## src/rtl/ifetch_prefetch_pkg.sv

```systemverilog
// Shared constants and helpers for the instruction-fetch prefetch stage.
package ifetch_prefetch_pkg;

    localparam int unsigned XLEN_DEF     = 32;
    localparam logic [31:0] RESET_PC_DEF = 32'h0000_0000;

    typedef enum logic [1:0] {
        RSP_NONE,
        RSP_KEEP,
        RSP_DROP
    } rsp_kind_e;

    // Wide enough that MAX_OUT back-to-back redirects never alias an in-flight tag.
    function automatic int unsigned epoch_width(input int unsigned max_out);
        return $clog2(max_out + 1);
    endfunction

endpackage

```

## src/rtl/ifetch_prefetch_fifo.sv

```systemverilog
// Synchronous FIFO with clear and occupancy count; used for the prefetch
// buffer and for the in-flight request tag queue.
module ifetch_prefetch_fifo #(
    parameter int unsigned WIDTH = 64,
    parameter int unsigned DEPTH = 4,
    localparam int unsigned PW   = (DEPTH > 1) ? $clog2(DEPTH) : 1,
    localparam int unsigned CW   = $clog2(DEPTH + 1)
) (
    input  logic             clk,
    input  logic             reset,
    input  logic             clear,
    input  logic             push,
    input  logic [WIDTH-1:0] push_data,
    input  logic             pop,
    output logic [CW-1:0]    count,
    output logic [WIDTH-1:0] head
);

    logic [WIDTH-1:0] mem_q [DEPTH];
    logic [WIDTH-1:0] mem_d [DEPTH];
    logic [PW-1:0]    wr_ptr_q, wr_ptr_d;
    logic [PW-1:0]    rd_ptr_q, rd_ptr_d;
    logic [CW-1:0]    count_q, count_d;

    function automatic logic [PW-1:0] ptr_next(input logic [PW-1:0] p);
        return (p == PW'(DEPTH - 1)) ? '0 : p + PW'(1);
    endfunction

    always_comb begin
        mem_d    = mem_q;
        wr_ptr_d = wr_ptr_q;
        rd_ptr_d = rd_ptr_q;
        count_d  = count_q;
        if (clear) begin
            wr_ptr_d = '0;
            rd_ptr_d = '0;
            count_d  = '0;
        end else begin
            if (push) begin
                mem_d[wr_ptr_q] = push_data;
                wr_ptr_d        = ptr_next(wr_ptr_q);
            end
            if (pop) begin
                rd_ptr_d = ptr_next(rd_ptr_q);
            end
            count_d = count_q + CW'(push) - CW'(pop);
        end
    end

    always_ff @(posedge clk or negedge reset) begin
        if (!reset) begin
            mem_q    <= '{default: '0};
            wr_ptr_q <= '0;
            rd_ptr_q <= '0;
            count_q  <= '0;
        end else begin
            mem_q    <= mem_d;
            wr_ptr_q <= wr_ptr_d;
            rd_ptr_q <= rd_ptr_d;
            count_q  <= count_d;
        end
    end

    assign count = count_q;
    assign head  = mem_q[rd_ptr_q];

endmodule

```

## src/rtl/ifetch_prefetch.sv

```systemverilog
// Fetch stage: credit-limited request issue, epoch-tagged in-order responses,
// DEPTH-entry prefetch FIFO toward decode. Define IFETCH_PERF_CNT_EN for perf counters.
module ifetch_prefetch
    import ifetch_prefetch_pkg::*;
#(
    parameter int unsigned      XLEN     = XLEN_DEF,
    parameter int unsigned      DEPTH    = 4,
    parameter int unsigned      MAX_OUT  = 2,
    parameter logic [XLEN-1:0]  RESET_PC = XLEN'(RESET_PC_DEF)
) (
    input  logic            clk,
    input  logic            reset,
    input  logic [XLEN-1:0] pc_jump_i,
    input  logic            pc_jump_en_i,
    output logic            imem_req_valid,
    input  logic            imem_req_ready,
    output logic [XLEN-1:0] imem_req_addr,
    input  logic            imem_rsp_valid,
    input  logic [XLEN-1:0] imem_rsp_data,
    output logic            instr_valid_o,
    input  logic            instr_ready_i,
    output logic [XLEN-1:0] instr_o,
    output logic [XLEN-1:0] pc_out
`ifdef IFETCH_PERF_CNT_EN
    ,
    output logic [31:0]     perf_fetch_o,
    output logic [31:0]     perf_flush_o
`endif
);

    localparam int unsigned EW  = epoch_width(MAX_OUT);
    localparam int unsigned FCW = $clog2(DEPTH + 1);
    localparam int unsigned OCW = $clog2(MAX_OUT + 1);

    logic [XLEN-1:0]      fetch_pc_q, fetch_pc_d;
    logic [EW-1:0]        epoch_q, epoch_d;
    logic [FCW-1:0]       fifo_count;
    logic [OCW-1:0]       outstanding;
    logic [2*XLEN-1:0]    fifo_head;
    logic [XLEN+EW-1:0]   tag_head;
    logic                 req_fire, rsp_take, fifo_push, fifo_pop;
    rsp_kind_e            rsp_kind;

    always_comb begin
        imem_req_valid = reset
                       && ((32'(fifo_count) + 32'(outstanding)) < DEPTH)
                       && (32'(outstanding) < MAX_OUT)
                       && !pc_jump_en_i;
        req_fire  = imem_req_valid && imem_req_ready;
        rsp_take  = imem_rsp_valid && (outstanding != '0);
        rsp_kind  = RSP_NONE;
        if (rsp_take) begin
            rsp_kind = (tag_head[EW-1:0] == epoch_q) ? RSP_KEEP : RSP_DROP;
        end
        // A redirect clears the FIFO, so a same-cycle current-epoch response is lost too.
        fifo_push = (rsp_kind == RSP_KEEP) && !pc_jump_en_i;
        fifo_pop  = instr_valid_o && instr_ready_i;

        fetch_pc_d = fetch_pc_q;
        epoch_d    = epoch_q;
        if (pc_jump_en_i) begin
            fetch_pc_d = {pc_jump_i[XLEN-1:2], 2'b00};
            epoch_d    = epoch_q + EW'(1);
        end else if (req_fire) begin
            fetch_pc_d = fetch_pc_q + XLEN'(4);
        end
    end

    always_ff @(posedge clk or negedge reset) begin
        if (!reset) begin
            fetch_pc_q <= RESET_PC;
            epoch_q    <= '0;
        end else begin
            fetch_pc_q <= fetch_pc_d;
            epoch_q    <= epoch_d;
        end
    end

    ifetch_prefetch_fifo #(.WIDTH(XLEN + EW), .DEPTH(MAX_OUT)) u_tag_q (
        .clk       (clk),
        .reset     (reset),
        .clear     (1'b0),
        .push      (req_fire),
        .push_data ({fetch_pc_q, epoch_q}),
        .pop       (rsp_take),
        .count     (outstanding),
        .head      (tag_head)
    );

    ifetch_prefetch_fifo #(.WIDTH(2 * XLEN), .DEPTH(DEPTH)) u_instr_q (
        .clk       (clk),
        .reset     (reset),
        .clear     (pc_jump_en_i),
        .push      (fifo_push),
        .push_data ({tag_head[XLEN+EW-1:EW], imem_rsp_data}),
        .pop       (fifo_pop),
        .count     (fifo_count),
        .head      (fifo_head)
    );

    assign imem_req_addr = fetch_pc_q;
    assign instr_valid_o = (fifo_count != '0);
    assign instr_o       = instr_valid_o ? fifo_head[XLEN-1:0]      : '0;
    assign pc_out        = instr_valid_o ? fifo_head[2*XLEN-1:XLEN] : '0;

    a_rsp_needs_outstanding: assert property (
        @(posedge clk) disable iff (!reset) !(imem_rsp_valid && (outstanding == '0)));

`ifdef IFETCH_PERF_CNT_EN
    logic [31:0] perf_fetch_q, perf_fetch_d;
    logic [31:0] perf_flush_q, perf_flush_d;
    logic [32:0] fetch_sum, flush_sum;

    always_comb begin
        fetch_sum    = {1'b0, perf_fetch_q} + 33'(fifo_pop);
        flush_sum    = {1'b0, perf_flush_q} + 33'(pc_jump_en_i) + 33'(rsp_kind == RSP_DROP);
        perf_fetch_d = fetch_sum[32] ? '1 : fetch_sum[31:0];
        perf_flush_d = flush_sum[32] ? '1 : flush_sum[31:0];
    end

    always_ff @(posedge clk or negedge reset) begin
        if (!reset) begin
            perf_fetch_q <= '0;
            perf_flush_q <= '0;
        end else begin
            perf_fetch_q <= perf_fetch_d;
            perf_flush_q <= perf_flush_d;
        end
    end

    assign perf_fetch_o = perf_fetch_q;
    assign perf_flush_o = perf_flush_q;
`else
    // Without counters, stale responses are still discarded via rsp_kind.
`endif

endmodule
```

## config.mk

```make
export PLATFORM = sky130hd
export DESIGN_NAME = ifetch_prefetch
export DESIGN_NICKNAME = d
export VERILOG_FILES = /design/src/rtl/ifetch_prefetch_pkg.sv /design/src/rtl/ifetch_prefetch_fifo.sv /design/src/rtl/ifetch_prefetch.sv
export SDC_FILE = /design/constraint.sdc
export NUM_CORES = 1
export LEC_CHECK = 0
export CAP_MARGIN = 40
export CELL_PAD_IN_SITES_DETAIL_PLACEMENT = 0
export CELL_PAD_IN_SITES_GLOBAL_PLACEMENT = 2
export CORE_UTILIZATION = 44
export CTS_BUF_LIST = sky130_fd_sc_hd__clkbuf_4 sky130_fd_sc_hd__clkbuf_8
export DETAILED_ROUTE_END_ITERATION = 8
export PLACE_DENSITY = 0.86
export RECOVER_POWER = 50
export REMOVE_ABC_BUFFERS = 1
export SETUP_SLACK_MARGIN = 0.02
export SLEW_MARGIN = 10
export SYNTH_ARGS = -nofsm -noshare
export SYNTH_HDL_FRONTEND = slang
export SYNTH_SLANG_ARGS = --single-unit
```

## constraint.sdc

```tcl
create_clock -name clk -period 4.15 [get_ports clk]
set_clock_uncertainty 0.2 [all_clocks]
set_input_delay 1.0375 -clock clk [delete_from_list [all_inputs] [get_ports clk]]
set_output_delay 1.0375 -clock clk [all_outputs]
set_load 0.03 [all_outputs]
```

Word level (Yosys, flattened, before mapping)
Cells that the tools add are included.
{ "totals": {"ff_bits": 369, "wordCells": 85} }
{ "op_classes": {"n_addsub": 11, "magnitude_cmp": 8, "eq_ne": 4, "n_mux": 27, "n_bitwise": 5, "reduce_logical": 16} }
{ "op_table": {"columns": ["operator", "count"], "rows": [
  ["256-bit bitwise mux", 1],
  ["64-bit two-way mux", 3],
  ["34-bit two-way mux", 4],
  ["64-bit binary-select mux with 2-bit select", 1],
  ["64-bit demux with 2-bit select", 1],
  ["32-bit two-way mux", 4],
  ["68-bit bitwise mux", 1],
  ["34-bit demux with 1-bit select", 1],
  ["32-bit by 3-bit adder with 32-bit output, second input constant", 1],
  ["2-bit two-way mux", 8],
  ["1-bit logical AND", 9],
  ["2-bit nonzero test", 4],
  ["2-bit by 1-bit adder with 2-bit output, second input constant", 3],
  ["3-bit >= comparator, second input constant", 2],
  ["2-bit inverter with 3-bit output", 2],
  ["3-bit by 2-bit adder with 4-bit output", 1],
  ["2-bit == test, second input constant", 2],
  ["2-bit >= comparator, second input constant", 2],
  ["4-bit by 3-bit less-than comparator with 1-bit output, second input constant", 1],
  ["1-bit inverter with 2-bit output", 2],
  ["3-bit by 1-bit adder with 3-bit output", 1],
  ["3-bit by 1-bit less-than comparator with 1-bit output, second input constant", 1],
  ["3-bit two-way mux", 1],
  ["3-bit nonzero test", 1],
  ["12 further kinds", 14]
]} }

Logic depth before layout (Yosys ltp)
{ "depth": {"ltp_word": 12, "ltp_mapped": 12} }

Modules after synthesis
From an unflattened synthesis, not the netlist that was laid out.
{ "unflattened": {"cells_unflattened": 1159, "hier_area_um2": 17971.0} }
{ "by_module_without_submodules": {"columns": ["module", "instances", "cells_per_inst", "area_per_inst_um2", "seq_area_each_um2"], "rows": [
  ["ifetch_prefetch_fifo (u_instr_q)", 1, 657, 12416.9, 6581.3],
  ["ifetch_prefetch_fifo (u_tag_q)", 1, 197, 3155.5, 1801.7],
  ["ifetch_prefetch", 1, 305, 2398.6, 800.8]
]} }

Worst setup path before layout
OpenSTA, ideal clock, no wires.
{ "synth_timing": {"path_kind": "reg2out", "from": "register u_instr_q.rd_ptr_q[0]", "to": "output pc_out[23]", "arrival_ps": 1995, "setup_slack_ps": 917, "stages_incl_launch_ff": 5, "path_buffers": 2, "path_cell_list": "dfrtp_1 -> clkbuf_1 -> buf_1 -> mux4_2 -> and2_1"} }
{ "synth_between": {"elab_chain_cells": 5} }
{ "synth_lines": {"columns": ["element", "line_no", "source"], "rows": [
  ["start: declaration", "ifetch_prefetch_fifo.sv:22", "logic [PW-1:0] rd_ptr_q, rd_ptr_d;"],
  ["start signal: assignment", "ifetch_prefetch_fifo.sv:59", "rd_ptr_q <= rd_ptr_d;"],
  ["2-bit inverter with 3-bit output (not written as such)", "ifetch_prefetch_fifo.sv:65", "assign head = mem_q[rd_ptr_q];"],
  ["64-bit binary-select mux with 2-bit select", "ifetch_prefetch_fifo.sv:65", null],
  ["64-bit two-way mux (not written as such) (2 in series)", "ifetch_prefetch_fifo.sv:65", null],
  ["32-bit two-way mux", "ifetch_prefetch.sv:104", "assign pc_out = instr_valid_o ? fifo_head[2*XLEN-1:XLEN] : '0;"],
  ["end: declaration", "ifetch_prefetch.sv:23", "output logic [XLEN-1:0] pc_out"]
]} }
Every way passes these cells. The select of a mux whose other input is x is not followed.

Final worst setup path
{ "layout_timing": {"from": "register u_instr_q.rd_ptr_q[0]", "to": "output pc_out[17]"} }
Same word-level chain as after synthesis.

==> reports/metrics.yaml <==
status: "finished, violations left"
violations: "capacitance limit, slew limit"
ys_seq_elements: 355
fin_area_mm2: 0.0195
cts.sinks: 355
fin_ws_ns: 0.142
max-clock-path-buffers: 3
yosysWarnings: 0
wl_per_cell_um: 19.6
layout.nets: 1517
ys_seq_area_frac: 0.549
grtUsageMet1: 0.296
finalNonFillerCells: 1946
insertion_delay_ns: 0.60
grt-ovfl-total: 0
finalHoldViolCount: 0
path_max_fanout: 43
worst_slew_pin_slew_ns: 2.12
rsz0062_at_grt: "false"
clkTransAtPathRegs_ns: 0.06
grt_max_degree: 157
synth-edff-count: 0
post-route-util: 0.544
antenna_found_initial: 0
routed_via_density: 5.40
synth_most_common_cell: "dfrtp_1"
synth-async-reset-ratio: 1.00
setup-violations-final: 0
start_util: 0.451
area_delta_synth_final_pct: 20.8
ir_worst_vdd_mv: 0.317
grt_pass1_vias: 11000
synth_ff_type: "dfrtp_1"
cts-root-buf: "clkbuf_8"
slew_headroom: -0.416
holdBufCountCts: 0
hpwl_mm: 23.1
worstSetupPathType: "reg2out"
fin_crit_ns: 4.01
numCtsBuffers: 61
die_x_um: 194
htreeDepth: 2
hold_class: "in2async"
gp_congestion: 0.727
syn-cell-area_mm2: 0.0162
report.final.slew_viol_count: 292
drt_iter0_drc: 452
netlist.area_leader.share: 0.549
min_period_over_period: 0.966
cts_setup_buffers: 0
synth_cell_type_count: 49
yosys-top-cells-count: "dfrtp_1, mux2_2, nor2_1"
io_buffers: 161
cts_tree: "yes"
drtAntennaViolNets: 0
dpl.cell_count: 1833
syn_area_per_cell_um2: 12.7
preCtsSetupSlack_ns: 0.451
p_leak_nw: 8.74
core_mm2: 0.0359
dieArea_mm2: 0.0376
yosys.area.top_type: "dfrtp_1"
fmax_mhz: 250
vias: 10500
antennaDiodeCount: 0
fp.dieH_um: 194
ios: 168
synthTopCellsByArea: "dfrtp_1, mux2_2, mux4_2, a21oi_1, mux2_4"
grt.total_usage: 0.210
startpoint_type: "flop"
routed_wl_mm: 38.1
grt-busiest-layer: "met2"
drc: 0
detailed_place.area_mm2: 0.0183
cp.arrival_ns: 2.77
drtPass1Iterations: 5
crit_path_end_kind: "output port"
layout-drive-gt1-share: 0.264
gr-usage-met3: 0.0358
max_cap_viol_count: 4
p_per_area_mw_per_mm2: 676
netlist_instances: 1271
num_rows: 69
grt_pass1_wl_mm: 62.4
met2_usage: 0.337
worstPathRequired_ns: 2.91
## cell type report
cell class,instances,area [µm²]
Fill cell,3083,16400
Sequential cell,355,8890
Multi-Input combinational cell,813,6810
Timing Repair Buffer,189,1870
Clock buffer,104,1290
Tap cell,461,577
Inverter,15,56.3
Clock inverter,9,48.8
## worst max-delay path, cell delays in order, from the launching register on
cell and delay, ns:
dfrtp_4 0.43, buf_12 0.36, mux4_2 0.57, and2_1 0.17
clkdlybuf4s50_1 0.61
## registers in the layout, indices dropped and copies added (netlist names)
signal	count
u_instr_q.wr_ptr_q	2
u_instr_q.count	3
u_instr_q.rd_ptr_q	2
u_tag_q.count	2
u_instr_q.mem_q	248
u_tag_q.rd_ptr_q	1
u_tag_q.wr_ptr_q	1
u_tag_q.mem_q	64
imem_req_addr	30
epoch_q	2
## per-layer routing
layer,wire length (µm),vias to the layer above,share of wire
met5,0,-,0
met4,695,0,0.018
met3,1810,58,0.048
met2,17800,250,0.47
met1,17800,5336,0.47
li1,-,4860,-
## cell families after synthesis
| logic type | after synthesis | share of synthesized area |
|---|---|---|
| xor+xnor | 15 | 0.00812 |
| mux | 286 | 0.246 |
| fa+ha+maj | 12 | 0.00974 |
| buf+inv | 106 | 0.0312 |
| simple gates | 318 | 0.0946 |
| other cells | 1 | 0.000232 |
| flops | 355 | 0.549 |
| compound gates | 178 | 0.0608 |
## metrics by stage
| step | setup TNS (ns) | power (mW) | hold slack, ns |
|---|---|---|---|
| 2_1_floorplan | -1120.62 | 8.34 | 0.245 |
| 3_3_place_gp | 0 | 9.90 | 0.256 |
| 3_5_place_dp | 0 | 10.0 | 0.269 |
| 4_1_cts | 0 | 13.4 | 0.0753 |
| 5_1_grt | 0 | 14.0 | 0.0837 |
| 6_report | 0 | 13.2 | 0.0980 |
## path summary, 6_finish.rpt
path / startpoint / to / slack [ns] / depth (start not counted)
worst min-delay path: reset / u_instr_q.mem_q[218] / 0.1 / 1
worst max-delay path: u_instr_q.rd_ptr_q[0] / pc_out[17] / 0.14 / 4
min in group clk: u_instr_q.mem_q[45] / u_instr_q.mem_q[45] / 0.28 / 2
worst max register to register: u_tag_q.rd_ptr_q / u_instr_q.mem_q[93] / 0.42 / 5
max in group asynchronous: reset / u_instr_q.mem_q[128] / 0.75 / 3
worst min register to register: u_instr_q.mem_q[45] / u_instr_q.mem_q[45] / 0.28 / 2
## repair_timing
item                                    4_1_cts  5_1_grt
pin swaps                                     0        0
cloned                                        0        0
hold endpoints to repair                      0        0
endpoints found under the setup margin        1       33
gates resized for setup                       1        1
## power by group
part / total [mW] / switching (mW) / internal, mW
registers: 5.06 / 0.602 / 4.45
clock network: 3.33 / 1.39 / 1.94
logic: 4.82 / 2.44 / 2.39
## layout by cell type (no fill, tap or decap), types with 11 or more instances in the layout
cell type,count
dfrtp_1,352
mux2_2,159
clkdlybuf4s50_1,157
nor2_1,109
a21oi_1,97
clkbuf_8,81
nand2_1,67
and2_1,64
mux4_2,62
o21ai_0,52
mux2i_1,35
mux2_4,30
clkbuf_4,25
nand3_1,20
inv_1,15
nand4_1,12
ha_1,11
Note: power is estimated with default switching activity, not from simulation.
